File: src/rtl/arb_muxn_pkg.sv
// rtl/arb_muxn_pkg.sv - shared types and defaults for the arbitrating mux
`ifndef WORD_WIDTH
`define WORD_WIDTH 32
`endif

package mux_pkg;
  typedef enum logic {ARB_RR = 1'b0, ARB_FIXED = 1'b1} arb_mode_e;
  localparam int NB_DEFAULT = `WORD_WIDTH;
endpackage

File: src/rtl/arb_muxn_rr_grant.sv
// rtl/arb_muxn_rr_grant.sv - combinational round-robin / fixed-priority grant
module rr_grant
  import mux_pkg::*;
#(
  parameter int NCH   = 4,
  parameter int SEL_W = $clog2(NCH)
) (
  input  logic [NCH-1:0]   req,
  input  logic [SEL_W-1:0] ptr,
  input  arb_mode_e        mode,
  output logic [NCH-1:0]   grant,
  output logic [SEL_W-1:0] idx,
  output logic             any
);
  logic [2*NCH-1:0] w_dbl;
  logic [SEL_W-1:0] w_base;

  // Two copies of req let the search run ptr..ptr+NCH-1 without modulo wrap logic.
  assign w_dbl  = {req, req};
  assign w_base = (mode == ARB_FIXED) ? '0 : ptr;

  always_comb begin
    idx   = '0;
    any   = 1'b0;
    grant = '0;
    for (int j = NCH - 1; j >= 0; j--) begin
      if (w_dbl[int'(w_base) + j]) begin
        any = 1'b1;
        idx = (int'(w_base) + j >= NCH) ? SEL_W'(int'(w_base) + j - NCH)
                                        : SEL_W'(int'(w_base) + j);
      end
    end
    if (any) grant = NCH'(1) << idx;
  end
endmodule

File: src/rtl/arb_muxn.sv
// rtl/arb_muxn.sv - N-way registered arbitrating mux with valid/ready channels
module arb_muxn
  import mux_pkg::*;
#(
  parameter int        NB    = NB_DEFAULT,
  parameter int        NCH   = 4,
  parameter arb_mode_e MODE  = ARB_RR,
  parameter int        SEL_W = $clog2(NCH)
) (
  input  logic              clk,
  input  logic              rst_n,
  input  logic [NCH*NB-1:0] in_data,
  input  logic [NCH-1:0]    in_valid,
  output logic [NCH-1:0]    in_ready,
  input  logic              force_en,
  input  logic [SEL_W-1:0]  force_sel,
  output logic [NB-1:0]     out_data,
  output logic [SEL_W-1:0]  out_sel,
  output logic              out_valid,
  input  logic              out_ready,
  output logic              err,
  input  logic              err_clr
);
  logic [NB-1:0]    r_data;
  logic [SEL_W-1:0] r_sel;
  logic             r_valid;
  logic [SEL_W-1:0] r_ptr;
  logic             r_err;

  logic [NCH-1:0]   w_req;
  logic [NCH-1:0]   w_grant;
  logic [SEL_W-1:0] w_idx;
  logic             w_any;
  logic             w_force_bad;
  logic             w_load_en;
  logic             w_xfer;

  // An out-of-range index only exists when NCH does not fill the SEL_W space.
  generate
    if ((1 << SEL_W) == NCH) begin : g_no_oor
      assign w_force_bad = 1'b0;
    end else begin : g_oor
      assign w_force_bad = force_en &&
                           ({{(32 - SEL_W){1'b0}}, force_sel} >= 32'(NCH));
    end
  endgenerate

  assign w_req = !force_en   ? in_valid :
                 w_force_bad ? '0       :
                 (in_valid & (NCH'(1) << force_sel));

  rr_grant #(
    .NCH   (NCH),
    .SEL_W (SEL_W)
  ) u_grant (
    .req   (w_req),
    .ptr   (r_ptr),
    .mode  (MODE),
    .grant (w_grant),
    .idx   (w_idx),
    .any   (w_any)
  );

  assign w_load_en = !r_valid || out_ready;
  assign in_ready  = w_grant & {NCH{w_load_en & rst_n}};
  assign w_xfer    = w_any && w_load_en;

  always_ff @(posedge clk or negedge rst_n) begin
    if (!rst_n) begin
      r_valid <= 1'b0;
      r_data  <= '0;
      r_sel   <= '0;
      r_ptr   <= '0;
      r_err   <= 1'b0;
    end else begin
      if (w_load_en) begin
        r_valid <= w_xfer;
        if (w_xfer) begin
          r_data <= in_data[w_idx*NB +: NB];
          r_sel  <= w_idx;
        end
      end
      if (MODE == ARB_RR && w_xfer)
        r_ptr <= (w_idx == SEL_W'(NCH - 1)) ? '0 : w_idx + SEL_W'(1);
      if (w_force_bad)  r_err <= 1'b1;
      else if (err_clr) r_err <= 1'b0;
    end
  end

  assign out_data  = r_data;
  assign out_sel   = r_sel;
  assign out_valid = r_valid;
  assign err       = r_err;
endmodule
File: config.mk
export PLATFORM = sky130hd
export DESIGN_NAME = arb_muxn
export DESIGN_NICKNAME = d
export VERILOG_FILES = /design/src/rtl/arb_muxn_pkg.sv /design/src/rtl/arb_muxn_rr_grant.sv /design/src/rtl/arb_muxn.sv
export SDC_FILE = /design/constraint.sdc
export NUM_CORES = 1
export LEC_CHECK = 0
export ABC_AREA = 1
export CAP_MARGIN = 20
export CORE_UTILIZATION = 42
export DETAILED_ROUTE_END_ITERATION = 10
export PLACE_DENSITY = 0.92
export SLEW_MARGIN = 10
export SYNTH_ARGS = -nofsm -noshare
export SYNTH_HDL_FRONTEND = slang
export SYNTH_SLANG_ARGS = --single-unit
File: constraint.sdc
create_clock -name clk -period 4.52 [get_ports clk]
set_input_delay 1.13 -clock clk [delete_from_list [all_inputs] [get_ports clk]]
set_output_delay 1.13 -clock clk [all_outputs]
set_load 0.005 [all_outputs]
Yosys cells after proc, flatten, opt, wreduce, memory -nomap -nowiden
Index checks and enable logic that the tools add are counted.
{ "totals": {"out_inout_bits": 40, "reg_bits": 37} }
{ "op_classes": {"add_sub_neg": 8, "shift": 3, "magnitude_cmp": 8, "reduce_logical": 4, "bitwise_logic": 3, "muxes": 26, "n_eq_ne": 1} }
{ "ops": {"columns": ["op", "n"], "rows": [
  ["$shiftx A128 B8 Y32", 1],
  ["$mux W2", 9],
  ["$lt A3 B4 Y1 const B", 3],
  ["$mux W1", 11],
  ["$bmux W1 S3", 3],
  ["$ge A3 B3 Y1 const B", 3],
  ["$and A4 B4 Y4", 2],
  ["$mux W4", 2],
  ["$shl A1 B2 Y4 const A", 2],
  ["$sub A2 B1 Y2 const B", 4],
  ["$add A2 B2 Y3 const B", 2],
  ["$lt A2 B4 Y1 const B", 1],
  ["$add A2 B1 Y3 const B", 1],
  ["$ge A2 B3 Y1 const B", 1],
  ["$add A2 B1 Y2 const B", 1],
  ["$bmux W1 S2", 1],
  ["$eq A2 B2 Y1 const B", 1],
  ["$reduce_and A2 Y1", 1],
  ["$and A1 B1 Y1", 1],
  ["$logic_and A1 B1 Y1", 1],
  ["$logic_not A1 Y1", 1],
  ["$logic_or A1 B1 Y1", 1]
]} }

Logic depth before layout (Yosys ltp)
{ "depth": {"depth_word": 13, "ltp_mapped": 18, "mapped_depth_nobuf": 16} }

Hierarchy
From an unflattened synthesis, not the netlist that was laid out.
{ "unflattened": {"cells_unflattened": 619, "hier_area_um2": 3515.9} }
{ "modules_own_cells": {"columns": ["mod", "area_per_inst_um2", "cells_per_inst", "n_inst"], "rows": [
  ["arb_muxn", 3106.7, 551, 1],
  ["rr_grant", 409.1, 68, 1]
]} }

Worst setup path before layout
OpenSTA, ideal clock, no wires.
{ "synth_path": {"path_kind": "input port to output port", "startpoint": "input port force_sel[1]", "endpoint": "output port in_ready[3]", "path_buffers": 2, "stages": 13, "path_slack_ns": 0.845, "arrival_time_ns": 2.545, "path_cell_list": "o21ai_1 > nand3_1 > nand2_1 > nand2_1 > nand2_1 > nand2_2 > nand2_2 > nand2_4 > nand2_4 > buf_6 > buf_2 > ha_1 > nor3b_1"} }
{ "synth_between": {"elab_chain_len": 13, "elab_cells_between_ends": 25, "cone_classes": "2 x shift; 21 x mux; 2 x bitwise"} }
{ "synth_lines": {"columns": ["element", "line_no", "source"], "rows": [
  ["start, declared", "arb_muxn.sv:16", "input logic [SEL_W-1:0] force_sel,"],
  ["$shl A1 B2 Y4 (*)", "arb_muxn.sv:50", "(in_valid & (NCH'(1) << force_sel));"],
  ["$and A4 B4 Y4 (*)", "arb_muxn.sv:50", null],
  ["$mux W4 (*)", "arb_muxn.sv:48", "assign w_req = !force_en ? in_valid :"],
  ["$bmux W1 S3", "arb_muxn_rr_grant.sv:27", "if (w_dbl[int'(w_base) + j]) begin"],
  ["$mux W1 (implied by the code) (2 in series)", "arb_muxn_rr_grant.sv:27", null],
  ["$mux W2 (4 in series)", "arb_muxn_rr_grant.sv:27", null],
  ["$shl A1 B2 Y4", "arb_muxn_rr_grant.sv:33", "if (any) grant = NCH'(1) << idx;"],
  ["$mux W4 (*)", "arb_muxn_rr_grant.sv:33", null],
  ["$and A4 B4 Y4 (*)", "arb_muxn.sv:65", "assign in_ready = w_grant & {NCH{w_load_en & rst_n}};"],
  ["end, declared", "arb_muxn.sv:14", "output logic [NCH-1:0] in_ready,"]
]} }
Every way passes the cells marked *; elsewhere a longest branch is shown, timed or not. The select of a mux whose other input is x is not followed.

Worst setup path in the final report
{ "layout_path": {"startpoint": "input port in_valid[1]", "endpoint": "output port in_ready[3]"} }
{ "layout_between": {"elab_chain_len": 12, "elab_cells_between_ends": 24, "cone_classes": "1 x shift; 21 x mux; 2 x bitwise"} }
{ "layout_lines": {"columns": ["element", "line_no", "source"], "rows": [
  ["start, declared", "arb_muxn.sv:13", "input logic [NCH-1:0] in_valid,"],
  ["$and A4 B4 Y4", "arb_muxn.sv:50", null],
  ["$mux W4 (*)", "arb_muxn.sv:48", null],
  ["$bmux W1 S3", "arb_muxn_rr_grant.sv:27", null],
  ["$mux W1 (implied by the code) (2 in series)", "arb_muxn_rr_grant.sv:27", null],
  ["$mux W2 (4 in series)", "arb_muxn_rr_grant.sv:27", null],
  ["$shl A1 B2 Y4", "arb_muxn_rr_grant.sv:33", null],
  ["$mux W4 (*)", "arb_muxn_rr_grant.sv:33", null],
  ["$and A4 B4 Y4 (*)", "arb_muxn.sv:65", null]
]} }
Marked as above.

==> metrics.md <==
| Metric | Value |
|---|---|
| Post-Layout Cell Count | `772` |
| CORE AREA | `6944 um2` |
| Reg2reg end | `out_data[1]` |
| Commonest cells after routing, fill and taps aside | `clkdlybuf4s50_1 (172), nand2_1 (155), nand3_1 (123), inv_1 (98), dfrtp_1 (37)` |
| Vias in the first global route | `3768` |
| # IOs | `179` |
| Worst Clk Skew | `0.004315 ns` |
| Starting Density | `44.45%` |
| Leakage power | `2.589 nW` |
| Setup crit start | `in_valid[1]` |
| # fillers | `537` |
| Hold Path Class | `register to register` |
| Total of max-cap violations | `0` |
| Syn Inst Count | `508` |
| CTS sink count | `37` |
| Syn_nets | `649` |
| RSZ-0062 raised after global routing | `false` |
| Clk pin slew, worst setup/hold paths | `0.07 ns` |
| First-pass GRT wire length | `16250 um` |
| Number of I/O port buffers | `176` |
| Min Tclk post-route | `4.307 ns` |
| Combinational Power Share | `73.8%` |
| Worst-case clock buffer depth | `2` |
| Clock share of power | `6.8%` |
| Die Width | `87.73 um` |
| Initial antenna violation count | `0` |
| Sequential share of power | `19.3%` |
| FF-to-FF path depth | `12` |
| Final core occ | `71.87%` |
| Kind of critical path | `input port to output pin` |
| All-Layer GR Usage | `26.93%` |
| R2r startpoint | `r_ptr[0]` |
| Vias/cell | `4.851` |
| CP Launch Type | `input port` |
| Final HPWL DP | `7870 um` |
| Ant. Diodes | `0` |
| Status | `finished clean` |
| Critical Path RT | `3.39 ns` |
| Remaining antenna violation count | `0` |
| TritonRoute pass-1 iters | `4` |
| Post-Synthesis Cell Area | `3087 um2` |
| Power Total | `0.003245 W` |
| Hold Fails Final Rpt | `0` |
| Distinct cell type count after synthesis | `27` |
| Synth-to-Final Area Change | `61.69%` |
| Pint | `0.001666 W` |
| Critical Path Sink | `in_ready[3]` |
| CP max FO | `5` |
| Inserted Clock Buffers | `5` |
| Switch share | `48.66%` |
| Fin crit share | `95.29%` |
| Commonest non-fill, non-tap cell in the layout | `clkdlybuf4s50_1` |
| Die height | `87.73 um` |
| Drt drc | `0` |
| Setup-failing EPs final | `0` |
| Routability congestion estimate | `0.8860` |
| Initial DRC Count | `184` |
| Post-synthesis sequential area ratio | `30.00%` |
| Routed wire length | `10060 um` |
| Gr ovfl total | `0` |
| Syn_area_per_cell | `6.076 um2` |
| CP Capture Type | `output pin` |
| Max Slew Vio Count | `0` |
| Nets@finish | `816` |
| DR vias | `3745` |
| Sw power | `0.001579 W` |
| Synthesized flop and latch total | `37` |
| CTS tree | `yes` |
| Layout cell share with drive strength beyond 1 | `5.769%` |
| Rows | `30` |
| YS warnings | `0` |
| Cts hold-fix bufs | `0` |
| Worst Path Arrival | `3.18 ns` |
| Post-Place Cells | `764` |
| Fmax achieved | `0.2322 GHz` |
| DR WL/cell | `13.03 um` |
| Power Dens Cells | `650.2 nW/um2` |
| Maximum VDD drop | `0.4059 mV` |
| CTS H-tree depth | `2` |
| Skew-Pair Late Insertion Delay | `0.28 ns` |
| Largest net degree at the start of global routing | `65` |
| Root buffer cell | `clkbuf_8` |
| Worst reg2reg setup slack | `2.12 ns` |
| Full die area | `7697 um2` |
-- power groups by stage --
stage	combinational, W	sequential, W	clock [W]
after floorplan	0.00159	0.000622	0
after global placement	0.00229	0.000623	0
after detailed placement	0.00239	0.000627	0
after CTS	0.00240	0.000626	0.000229
after global routing	0.00268	0.000645	0.000244
final	0.00240	0.000628	0.000222
-- critical path, cell delays in order --
cell,delay (ns)
clkdlybuf4s50_1,0.49
nand3_1,0.11
nand2_1,0.12
nand2_1,0.10
nand2_1,0.08
inv_2,0.05
nand2_2,0.08
nand2_4,0.06
nand2_4,0.10
ha_1,0.16
nor3b_2,0.18
clkdlybuf4s50_1,0.52
-- worst min-delay path by stage --
stage | cells after the start | start | endpoint
finish | 2 | out_data[31] | out_data[31]
detailed placement | 2 | out_data[31] | out_data[31]
floorplan | 2 | out_data[10] | out_data[10]
global placement | 2 | out_data[30] | out_data[30]
CTS | 2 | out_data[31] | out_data[31]
global route | 2 | out_data[4] | out_data[4]
-- cell families (layout without fill, tap and decap cells) --
logic type                 count (synthesis)  in the layout  share of synthesized area [%]
other                                      1              1                         0.1215
and+or+nand+nor                          335            335                          50.91
AOI/OAI and AO/OA                          4              4                         0.7701
adders and majority gates                  2              2                         0.8106
DFF                                       37             37                          30.00
buffers and inverters                    129            297                          17.39
-- final cells by class --
cell class	instances	area, um2	area share (%)
clock buffers	8	80.08	1.604
flip-flops and latches	37	925.9	18.55
multi-input cells	342	1635	32.77
repair buffers	187	1847	37.00
well taps	96	120.1	2.407
inverters	102	382.9	7.671
-- synth_stat cells --
cell type / n / area (um2)
nor3b_1: 1 / 7.510
nand3_4: 1 / 17.52
o21ai_0: 1 / 5.000
nor3_2: 1 / 10.01
nand3_1: 123 / 615.6
nand2_4: 2 / 22.52
nor2_2: 1 / 6.260
nand2_1: 156 / 585.6
or2_2: 5 / 31.28
clkbuf_1: 8 / 30.03
ha_1: 2 / 25.02
or2_1: 33 / 206.5
dfrtp_1: 37 / 925.9
nand2_2: 3 / 18.77
buf_6: 3 / 33.78
nand4_1: 1 / 6.260
nand3_2: 1 / 10.01
nor2_4: 1 / 11.26
buf_4: 4 / 30.03
o21ai_1: 1 / 5.000
nor2_1: 6 / 22.52
o22ai_1: 1 / 6.260
buf_2: 12 / 60.06
o21a_1: 1 / 7.510
conb_1: 1 / 3.750
inv_1: 98 / 367.9
inv_2: 4 / 15.01
-- metrics by stage --
step	cell area, um2	hold slack, ns	setup WS, ns	TNS, ns
2_1_floorplan	3087	0.4724	0.8451	0
3_3_place_gp	4892	0.4629	0.09543	0
3_5_place_dp	4892	0.4652	-0.009223	-0.009223
4_1_cts	4977	0.4842	0.04300	0
5_1_grt	4991	0.5024	0.03235	0
6_report	4991	0.4785	0.2128	0
-- per-layer routing --
metal | routed length, um | GRT usage (%)
met5 | 0 | 0
met4 | 382 | 13.41
met3 | 580 | 3.959
met2 | 5220 | 48.98
met1 | 3876 | 30.62
-- sequential cells by signal (all words and copies together) (netlist names) --
| signal | cells |
|---|---|
| r_ptr | 2 |
| out_valid | 1 |
| out_data | 32 |
| out_sel | 2 |
-- what timing repair did --
item | 4_1_cts | 5_1_grt
resized for setup | 1 | 5
setup buffers | 0 | 0
endpoints found under the setup margin | 1 | 4
gates cloned | 0 | 0
Power figures use the tool's default switching activity.
